`config.mk`:
```
export PLATFORM = sky130hd
export DESIGN_NAME = csa_pipe_addsub
export DESIGN_NICKNAME = d
export VERILOG_FILES = /design/src/rtl/csa_pipe_addsub.sv
export SDC_FILE = /design/constraint.sdc
export NUM_CORES = 1
export LEC_CHECK = 0
export BUFFER_PORTS_ARGS = -buffer_cell sky130_fd_sc_hd__buf_2
export CAP_MARGIN = 20
export CORE_UTILIZATION = 45
export CTS_BUF_LIST = sky130_fd_sc_hd__clkbuf_16
export DETAILED_ROUTE_END_ITERATION = 12
export PLACE_DENSITY = 0.71
export SLEW_MARGIN = 10
export SYNTH_ARGS = -nofsm -noshare
export SYNTH_HDL_FRONTEND = slang
export SYNTH_SLANG_ARGS = --single-unit
```
`constraint.sdc`:
```
create_clock -name clk -period 4.15 [get_ports clk]
set_input_delay 0.2075 -clock clk [delete_from_list [all_inputs] [get_ports clk]]
set_output_delay 0.2075 -clock clk [all_outputs]
set_load 0.02 [all_outputs]
```
`src/rtl/csa_pipe_addsub.sv`:
```
// rtl/csa_pipe_addsub.sv - pipelined carry-select adder/subtractor with valid/ready handshake
//
// Ports:
//   clk, rst             rising-edge clock, synchronous active-high reset
//   in_valid, in_ready   operand handshake; in_ready equals the global advance enable
//   din1, din2           operands A and B
//   carry_in, sub        carry in (borrow in when subtracting), 0 = add / 1 = subtract
//   out_valid, out_ready result handshake
//   dout                 sum or difference
//   carry_out            carry out of the MSB (1 = no borrow when subtracting)
//   overflow             two's-complement signed overflow
//   zero                 dout == 0
module csa_pipe_addsub #(
    parameter int WIDTH  = 32,
    parameter int BLOCK  = 8,
    parameter int STAGES = 2
) (
    input  logic             clk,
    input  logic             rst,
    input  logic             in_valid,
    output logic             in_ready,
    input  logic [WIDTH-1:0] din1,
    input  logic [WIDTH-1:0] din2,
    input  logic             carry_in,
    input  logic             sub,
    output logic             out_valid,
    input  logic             out_ready,
    output logic [WIDTH-1:0] dout,
    output logic             carry_out,
    output logic             overflow,
    output logic             zero
);

    localparam int NB   = WIDTH / BLOCK;
    localparam int SEG  = NB / STAGES;
    localparam int SEGW = SEG * BLOCK;

    // Entry k holds the state leaving stage k. Operands are kept at their
    // original bit positions; only the bits above the resolved boundary matter.
    logic [WIDTH-1:0]  a_q [STAGES];
    logic [WIDTH-1:0]  b_q [STAGES];
    logic [WIDTH-1:0]  r_q [STAGES];
    logic [STAGES-1:0] c_q;
    logic [STAGES-1:0] v_q;
    logic              ovf_q;
    logic              zero_q;
    logic              en;

    assign en        = !out_valid || out_ready;
    assign in_ready  = en;
    assign out_valid = v_q[STAGES-1];
    assign dout      = r_q[STAGES-1];
    assign carry_out = c_q[STAGES-1];
    assign overflow  = ovf_q;
    assign zero      = zero_q;

    // Resolve one segment of SEG blocks. The very first block of the word
    // ripples with the effective carry-in; every other block precomputes both
    // carry-in outcomes and selects on the incoming block carry.
    function automatic logic [SEGW:0] resolve_seg(
        input logic [SEGW-1:0] a,
        input logic [SEGW-1:0] b,
        input logic            cin,
        input logic            ripple_first
    );
        logic [SEGW-1:0] s;
        logic [BLOCK:0]  s0;
        logic [BLOCK:0]  s1;
        logic            c;
        c = cin;
        s = '0;
        for (int j = 0; j < SEG; j++) begin
            s0 = {1'b0, a[j*BLOCK +: BLOCK]} + {1'b0, b[j*BLOCK +: BLOCK]};
            if (ripple_first && j == 0) begin
                s0 = s0 + {{BLOCK{1'b0}}, c};
                s1 = s0;
            end else begin
                s1 = s0 + {{BLOCK{1'b0}}, 1'b1};
            end
            {c, s[j*BLOCK +: BLOCK]} = c ? s1 : s0;
        end
        return {c, s};
    endfunction

    for (genvar k = 0; k < STAGES; k++) begin : g_stage
        localparam int LO = k * SEGW;

        logic [WIDTH-1:0] src_a;
        logic [WIDTH-1:0] src_b;
        logic [WIDTH-1:0] src_r;
        logic             src_c;
        logic             src_v;
        logic [SEGW:0]    seg;
        logic [WIDTH-1:0] nxt_r;

        if (k == 0) begin : g_first
            // Subtraction is A + ~B + ~borrow_in.
            assign src_a = din1;
            assign src_b = din2 ^ {WIDTH{sub}};
            assign src_r = '0;
            assign src_c = carry_in ^ sub;
            assign src_v = in_valid && in_ready;
        end else begin : g_next
            assign src_a = a_q[k-1];
            assign src_b = b_q[k-1];
            assign src_r = r_q[k-1];
            assign src_c = c_q[k-1];
            assign src_v = v_q[k-1];
        end

        assign seg = resolve_seg(src_a[LO +: SEGW], src_b[LO +: SEGW], src_c, k == 0);

        always_comb begin
            nxt_r = src_r;
            nxt_r[LO +: SEGW] = seg[SEGW-1:0];
        end

        always_ff @(posedge clk) begin
            if (rst) begin
                v_q[k] <= 1'b0;
                r_q[k] <= '0;
                c_q[k] <= 1'b0;
            end else if (en) begin
                v_q[k] <= src_v;
                r_q[k] <= nxt_r;
                c_q[k] <= seg[SEGW];
            end
        end

        always_ff @(posedge clk) begin
            if (en) begin
                a_q[k] <= src_a;
                b_q[k] <= src_b;
            end
        end

        if (k == STAGES - 1) begin : g_last
            // Carry into the MSB is recovered from the MSB sum bit and its operands.
            always_ff @(posedge clk) begin
                if (rst) begin
                    ovf_q  <= 1'b0;
                    zero_q <= 1'b0;
                end else if (en) begin
                    ovf_q  <= src_a[WIDTH-1] ^ src_b[WIDTH-1] ^ nxt_r[WIDTH-1] ^ seg[SEGW];
                    zero_q <= (nxt_r == '0);
                end
            end
        end
    end

endmodule

```
==> results.py, run 1 <==
metrics = {
    "detailed_routing": {
        "avgViaCountPerCell": 5.214,
        "dr.pass1.iters": 4,
        "drt_wl_total_um": 10460,
        "vias": 3749,
        "drc": 0,
        "avgRoutedWirePerCell_um": 14.55,
        "drt_iter0_drc": 161,
        "postRouteAntennaNets": 0,
    },
    "worst_setup_path": {
        "critPathBufInv": 0,
        "rr_endpoint": "overflow$_SDFFE_PP0N_",
        "r2r_start": "b_q[0][24]$_DFFE_PN_",
        "end_kind": "register",
        "path_depth": 11,
        "path_delay_family": "compound AO/OA/AOI/OAI gates",
        "critical_path.max_stage_delay_ns": 0.46,
        "critical_path_required_ns": 4.34,
        "critPathMaxFanout": 6,
        "reg2reg_slack_ns": 0.84,
        "crit_slowest_cell": "a211oi_2",
        "path_cells": "ha_1 > fa_1 > a211oi_2 > o21ai_1 > a211oi_2 > nand4b_1 > mux2i_1 > mux2i_1 > nand2_1 > xnor2_1 > o21ai_1",
        "r2r_cells": 11,
        "cp-start-kind": "register",
        "worstSetupPathType": "reg -> reg",
        "arrival_ns": 3.50,
    },
    "sta": {
        "fmax_mhz": 302.6,
        "rsz0062_at_grt": "false",
        "slew_headroom": 0.2743,
        "min_period_ns": 3.305,
        "fin_crit_sh": 0.7964,
        "postLayoutSetupSlackWorst_ns": 0.8449,
        "setup_viol": 0,
        "tns_ns": 0,
        "final_max_slew_viol_count": 0,
        "final_hold_viol_count": 0,
        "skew_ns": 0.006262,
        "worstMarginPinSlew_ns": 1.086,
    },
    "yosys": {
        "ys_top_cells_by_area": "edfxtp_1 (46%), ha_1 (8.1%), xor2_1 (7.5%)",
        "synth_nets": 573,
        "avgSynthCellArea_um2": 11.33,
        "synth_edf_count": 80,
        "synth_cells": 464,
        "synth.distinct_cells": 60,
        "synth_flop_cell": "edfxtp_1",
        "yosysSeqAreaShare": 0.4799,
        "netlist_area_um2": 5256,
        "synth_warnings": 0,
        "ys_seq_elements": 86,
        "synth_top_cell_area_share": 0.4570,
        "synth_top_cell_by_area": "edfxtp_1",
        "async_flop_share": 0,
    },
    "job": {
        "maxCapViolations": 0,
    },
    "clock_network": {
        "cts_tree": "done",
        "cts_inserted_buffers": 9,
        "cts_root_buf": "clkbuf_16",
        "htreeDepth": 3,
        "post-cts-setup-buffers": 0,
        "clock_sinks": 86,
        "clk_pin_slew_ns": 0.06,
        "worstSkewPairLatency_ns": 0.34,
        "hold_buffers": 0,
        "cts-resized-gates": 0,
        "cts_max_path_buffers": 2,
    },
    "global_route": {
        "grt_max_degree": 49,
        "antenna_found_initial": 0,
        "grt.total_usage": 0.1816,
        "grt_pass1_vias": 3698,
        "overflow": 0,
        "grt_pass1_wl_um": 16620,
    },
    "cells_and_area": {
        "final_nets": 680,
        "antenna_cells": 0,
        "fillCellCount": 1001,
        "stdcell_count": 719,
        "drive_above_1_share": 0.2552,
        "synthToLayoutAreaGrowth_pct": 18.09,
        "finalInstanceArea_um2": 6207,
    },
    "hold_path": {
        "hp-start": "din1[31]",
        "holdCritPathClass": "in -> reg",
        "hold_path_depth": 1,
        "holdPathEnd": "a_q[0][31]$_DFFE_PN_",
    },
    "placed_design": {
        "io_buffers": 106,
        "post-place-cells": 703,
        "place_area_um2": 5934,
        "dp_hpwl_um": 7955,
        "gp_congestion": 0.8036,
        "dp_slack_ns": 0.8486,
    },
    "floorplan": {
        "fp.dieH_um": 110.1,
        "pin_count": 107,
        "core_um2": 11420,
        "fp.dieArea_um2": 12120,
        "dieWidth_um": 110.1,
        "rows": 39,
        "start_util": 0.4603,
    },
    "power_and_ir_drop": {
        "p_leak_nw": 2.769,
        "cellPowerDensity_nw_per_um2": 443.1,
        "vdd.ir_drop.worst_uv": 232.3,
        "p_total_mw": 2.750,
    },
    "status": {
        "status": "finished, final reports clean",
    },
}
## per-stage QoR
step                hold WS (ns)    util
floorplan                 0.2766       -
global placement          0.3846  0.5197
detailed placement        0.3856  0.5197
CTS                      0.02345  0.5436
global route             0.02802  0.5436
finish                   0.03640  0.5436
## per-layer routing
layer,global-route usage,up-vias,routed length [um]
li1,-,1901,-
met1,0.2122,1727,4626
met2,0.3152,98,5099
met3,0.04644,23,434
met4,0.07714,0,303
met5,0,-,0
## state kept, by name (all words and copies together) (netlist names)
register       count
carry_out          1
g_stage.src_v      1
overflow           1
a_q               16
zero               1
r_q               48
b_q               16
out_valid          1
g_stage.src_c      1
## layout make-up
type	instances	area, um2	area share
multi-input cells	346	2613	0.4209
flip-flops and latches	86	2522	0.4064
repair buffers	108	545.5	0.08789
clock buffers	9	225.2	0.03628
well taps	143	178.9	0.02882
inverters	20	75.07	0.01209
clock inverters	7	47.55	0.007660
## cell usage after synthesis, drive strengths merged (2+ instances only)
| cell | instances |
|---|---|
| a211oi | 7 |
| mux2i | 7 |
| nand4 | 4 |
| edfxtp | 80 |
| dfxtp | 6 |
| ha | 34 |
| nor3 | 12 |
| nand2b | 3 |
| a21oi | 14 |
| inv | 20 |
| o21ai | 21 |
| nor2 | 55 |
| or3 | 2 |
| fa | 5 |
| a21boi | 2 |
| a211o | 2 |
| xor2 | 45 |
| and2b | 2 |
| nor2b | 7 |
| buf | 3 |
| nor4 | 8 |
| a21o | 10 |
| a221oi | 2 |
| clkbuf | 9 |
| and2 | 4 |
| o211ai | 2 |
| or2 | 2 |
| nand2 | 22 |
| xnor2 | 25 |
| nor3b | 6 |
| o21ba | 3 |
| o2111ai | 2 |
| and4 | 2 |
| nand3 | 3 |
| and3 | 18 |
| o21a | 3 |
## kinds of logic after synthesis
| group | synth area share |
|---|---|
| adder cells (fa/ha/maj) | 0.09998 |
| flip-flops | 0.4799 |
| AO/OA/AOI/OAI | 0.1045 |
| multiplexers | 0.01619 |
| AND/OR/NAND/NOR | 0.1562 |
| XOR/XNOR | 0.1202 |
| buffers and inverters | 0.02309 |
## where the power goes
part	internal [mW]	switching, mW	leakage (nW)
Sequential	1.09	0.0519	0.942
Clock	0.406	0.333	0.134
Combinational	0.358	0.508	1.69
## placed cells by master, fill, tap and decap left out, types with 3 or more instances in the layout
cell type and count:
a211oi_1 3, clkbuf_16 9, inv_1 18, buf_2 106
nand3_1 3, o21ai_0 16, and2_1 4, o21ba_2 3
xor2_1 45, edfxtp_1 80, nand2_1 22, nor3_1 11
ha_1 34, dfxtp_1 6, a21o_1 10, mux2i_1 7
xnor2_1 24, fa_1 5, nor2_1 54, nor4_1 7
nand2b_1 3, nand4_1 3, a211oi_2 4, and3_1 17
a21oi_1 14, nor3b_1 5, o21ai_1 5, nor2b_1 7
## worst max-delay path by stage
stage,start,to
finish,b_q[0][24]$_DFFE_PN_,overflow$_SDFFE_PP0N_
global placement,sub,g_stage[1].src_c$_SDFFE_PP0N_
detailed placement,sub,r_q[0][15]$_SDFFCE_PN0P_
CTS,b_q[0][24]$_DFFE_PN_,overflow$_SDFFE_PP0N_
global route,b_q[0][24]$_DFFE_PN_,overflow$_SDFFE_PP0N_
floorplan,sub,r_q[0][15]$_SDFFCE_PN0P_
(Power assumes the default switching activity.)
==> inputs of run 2 (changes only) <==
==> constraint.sdc (replaced) <==
create_clock -name clk -period 3.41 [get_ports clk]
set_input_delay 0.1705 -clock clk [delete_from_list [all_inputs] [get_ports clk]]
set_output_delay 0.1705 -clock clk [all_outputs]
set_load 0.02 [all_outputs]
==> run 2 against run 1 <==
Effect of this change: flip-flop and latch count unchanged; combinational power up 25%; sequential power increased by 22%; design area rose by 2.3%; fmax is 2.6% higher; core utilization grew 1.3 points; clock power increased by 19%; power rose by 22%; clock skew shrank 0.00078 ns; wire length is 0.75% lower; critical endpoint unchanged.
==> results.py, run 2 (synthesized netlist as in run 1, its figures left out) <==
metrics = {
    "job": {
        "maxCapViolations": 0,
    },
    "global_route": {
        "antenna_found_initial": 0,
        "overflow": 0,
        "grt_pass1_wl_um": 16010,
        "grt.total_usage": 0.1753,
        "grt_max_degree": 49,
        "grt_pass1_vias": 3532,
    },
    "power_and_ir_drop": {
        "cellPowerDensity_nw_per_um2": 527.0,
        "vdd.ir_drop.worst_uv": 269.3,
        "p_leak_nw": 2.838,
    },
    "placed_design": {
        "dp_hpwl_um": 7858,
        "io_buffers": 106,
        "gp_congestion": 0.8126,
    },
    "sta": {
        "min_period_ns": 3.221,
        "whs_ns": 0.01201,
        "fin_crit_sh": 0.9447,
        "final_hold_viol_count": 0,
        "fmax_mhz": 310.4,
        "skew_ns": 0.005482,
        "tns_ns": 0,
        "rsz0062_at_grt": "false",
        "final_max_slew_viol_count": 0,
        "slew_headroom": 0.3634,
        "setup_viol": 0,
        "worstMarginPinSlew_ns": 0.9535,
    },
    "cells_and_area": {
        "mostFrequentLayoutCells": "buf_2 (106), edfxtp_1 (80), nor2_1 (54)",
        "multi_input_area_um2": 2635,
        "largest_register_ffs": 48,
        "register_area_um2": 2522,
        "fillCellCount": 991,
        "layout_commonest_cell": "buf_2",
        "drive_above_1_share": 0.2572,
        "final_nets": 695,
        "top_register": "r_q",
        "antenna_cells": 0,
        "largestRegisters": "r_q: 48 flops, a_q: 16 flops, b_q: 16 flops",
        "synthToLayoutAreaGrowth_pct": 20.83,
    },
    "detailed_routing": {
        "drc": 0,
        "dr.pass1.iters": 4,
        "avgViaCountPerCell": 5.113,
        "drt_iter0_drc": 183,
        "avgRoutedWirePerCell_um": 14.15,
        "drt_wl_total_um": 10390,
        "vias": 3753,
        "postRouteAntennaNets": 0,
    },
    "clock_network": {
        "worstSkewPairLatency_ns": 0.33,
        "clk_pin_slew_ns": 0.06,
        "cts_max_path_buffers": 2,
        "cts_inserted_buffers": 9,
        "htreeDepth": 3,
        "clock_sinks": 86,
        "cts_root_buf": "clkbuf_16",
        "cts_tree": "done",
    },
    "worst_setup_path": {
        "end_kind": "register",
        "critPathMaxFanout": 3,
        "critical_path_required_ns": 3.63,
        "worstSetupPathType": "reg -> reg",
        "arrival_ns": 3.44,
        "cp-start-kind": "register",
    },
    "floorplan": {
        "pin_count": 107,
        "fp.dieH_um": 110.1,
        "core_um2": 11420,
        "fp.dieArea_um2": 12120,
        "start_util": 0.4603,
        "rows": 39,
        "dieWidth_um": 110.1,
    },
    "hold_path": {
        "holdCritPathClass": "in -> reg",
    },
    "status": {
        "status": "finished, final reports clean",
    },
}
-- run 2: changes by cell type in the layout (fill, tap and decap cells not counted) --
cell	before	now
nor4_1	7	6
nor4_2	0	1
clkinv_1	2	3
xnor2_2	0	1
clkinv_2	2	1
dlygate4sd3_1	0	9
inv_1	18	19
buf_4	2	7
inv_6	2	1
-- run 2: where the power goes --
part	internal (mW)	switching (mW)
registers	1.33	0.0581
logic	0.460	0.624
clock network	0.488	0.388
-- run 2: cell type report --
type                       instances  area share
clock buffer                       9     0.03546
clock inverter                     7    0.006501
inverter                          20     0.01182
multi-input combinational        347      0.4149
sequential                        86      0.3972
tap                              143     0.02817
timing repair buffer             122      0.1060
-- run 2: what timing repair did --
action	CTS	global route
buffers inserted	0	0
gates resized for setup	0	1
hold endpoints to repair	5	4
hold buffers	5	4
setup endpoints to repair	0	2
-- run 2: worst paths after layout --
kind              slack [ns]  cells after the start                             to                          start
setup / recovery        0.19                     11          overflow$_SDFFE_PP0N_           b_q[0][16]$_DFFE_PN_
setup reg to reg        0.19                     11          overflow$_SDFFE_PP0N_           b_q[0][16]$_DFFE_PN_
hold / removal          0.01                      1           a_q[0][25]$_DFFE_PN_                       din1[25]
hold reg to reg         0.45                      2  g_stage[1].src_v$_SDFFE_PP0N_  g_stage[1].src_v$_SDFFE_PP0N_
-- run 2: per-stage QoR --
step	setup WS (ns)	instances	cell area [um2]	utilization	total power, mW
floorplan	0.09765	464	5258	-	2.191
global placement	0.2684	708	5972	0.5230	2.442
detailed placement	0.1713	708	5972	0.5230	2.477
CTS	0.1402	729	6289	0.5507	3.364
global route	0.02430	734	6351	0.5562	3.550
finish	0.1886	734	6351	0.5562	3.347
-- run 2: routing by layer --
layer	GRT usage	routed length [um]	vias up	share of wire
met1	0.2118	4557	1710	0.44
li1	-	-	1933	-
met5	0	0	-	0
met3	0.03762	423	20	0.041
met2	0.3013	5158	90	0.50
met4	0.07524	246	0	0.024
-- run 2: critical path: stages (launching register included) --
cell and delay [ns]:
edfxtp_1 0.37, ha_1 0.25, fa_1 0.45, a21o_1 0.20, a221oi_1 0.43, o221ai_2 0.21, nand4_4 0.20, mux2i_1 0.34
mux2i_1 0.30, nand2_1 0.10, xnor2_1 0.17, o21ai_1 0.08
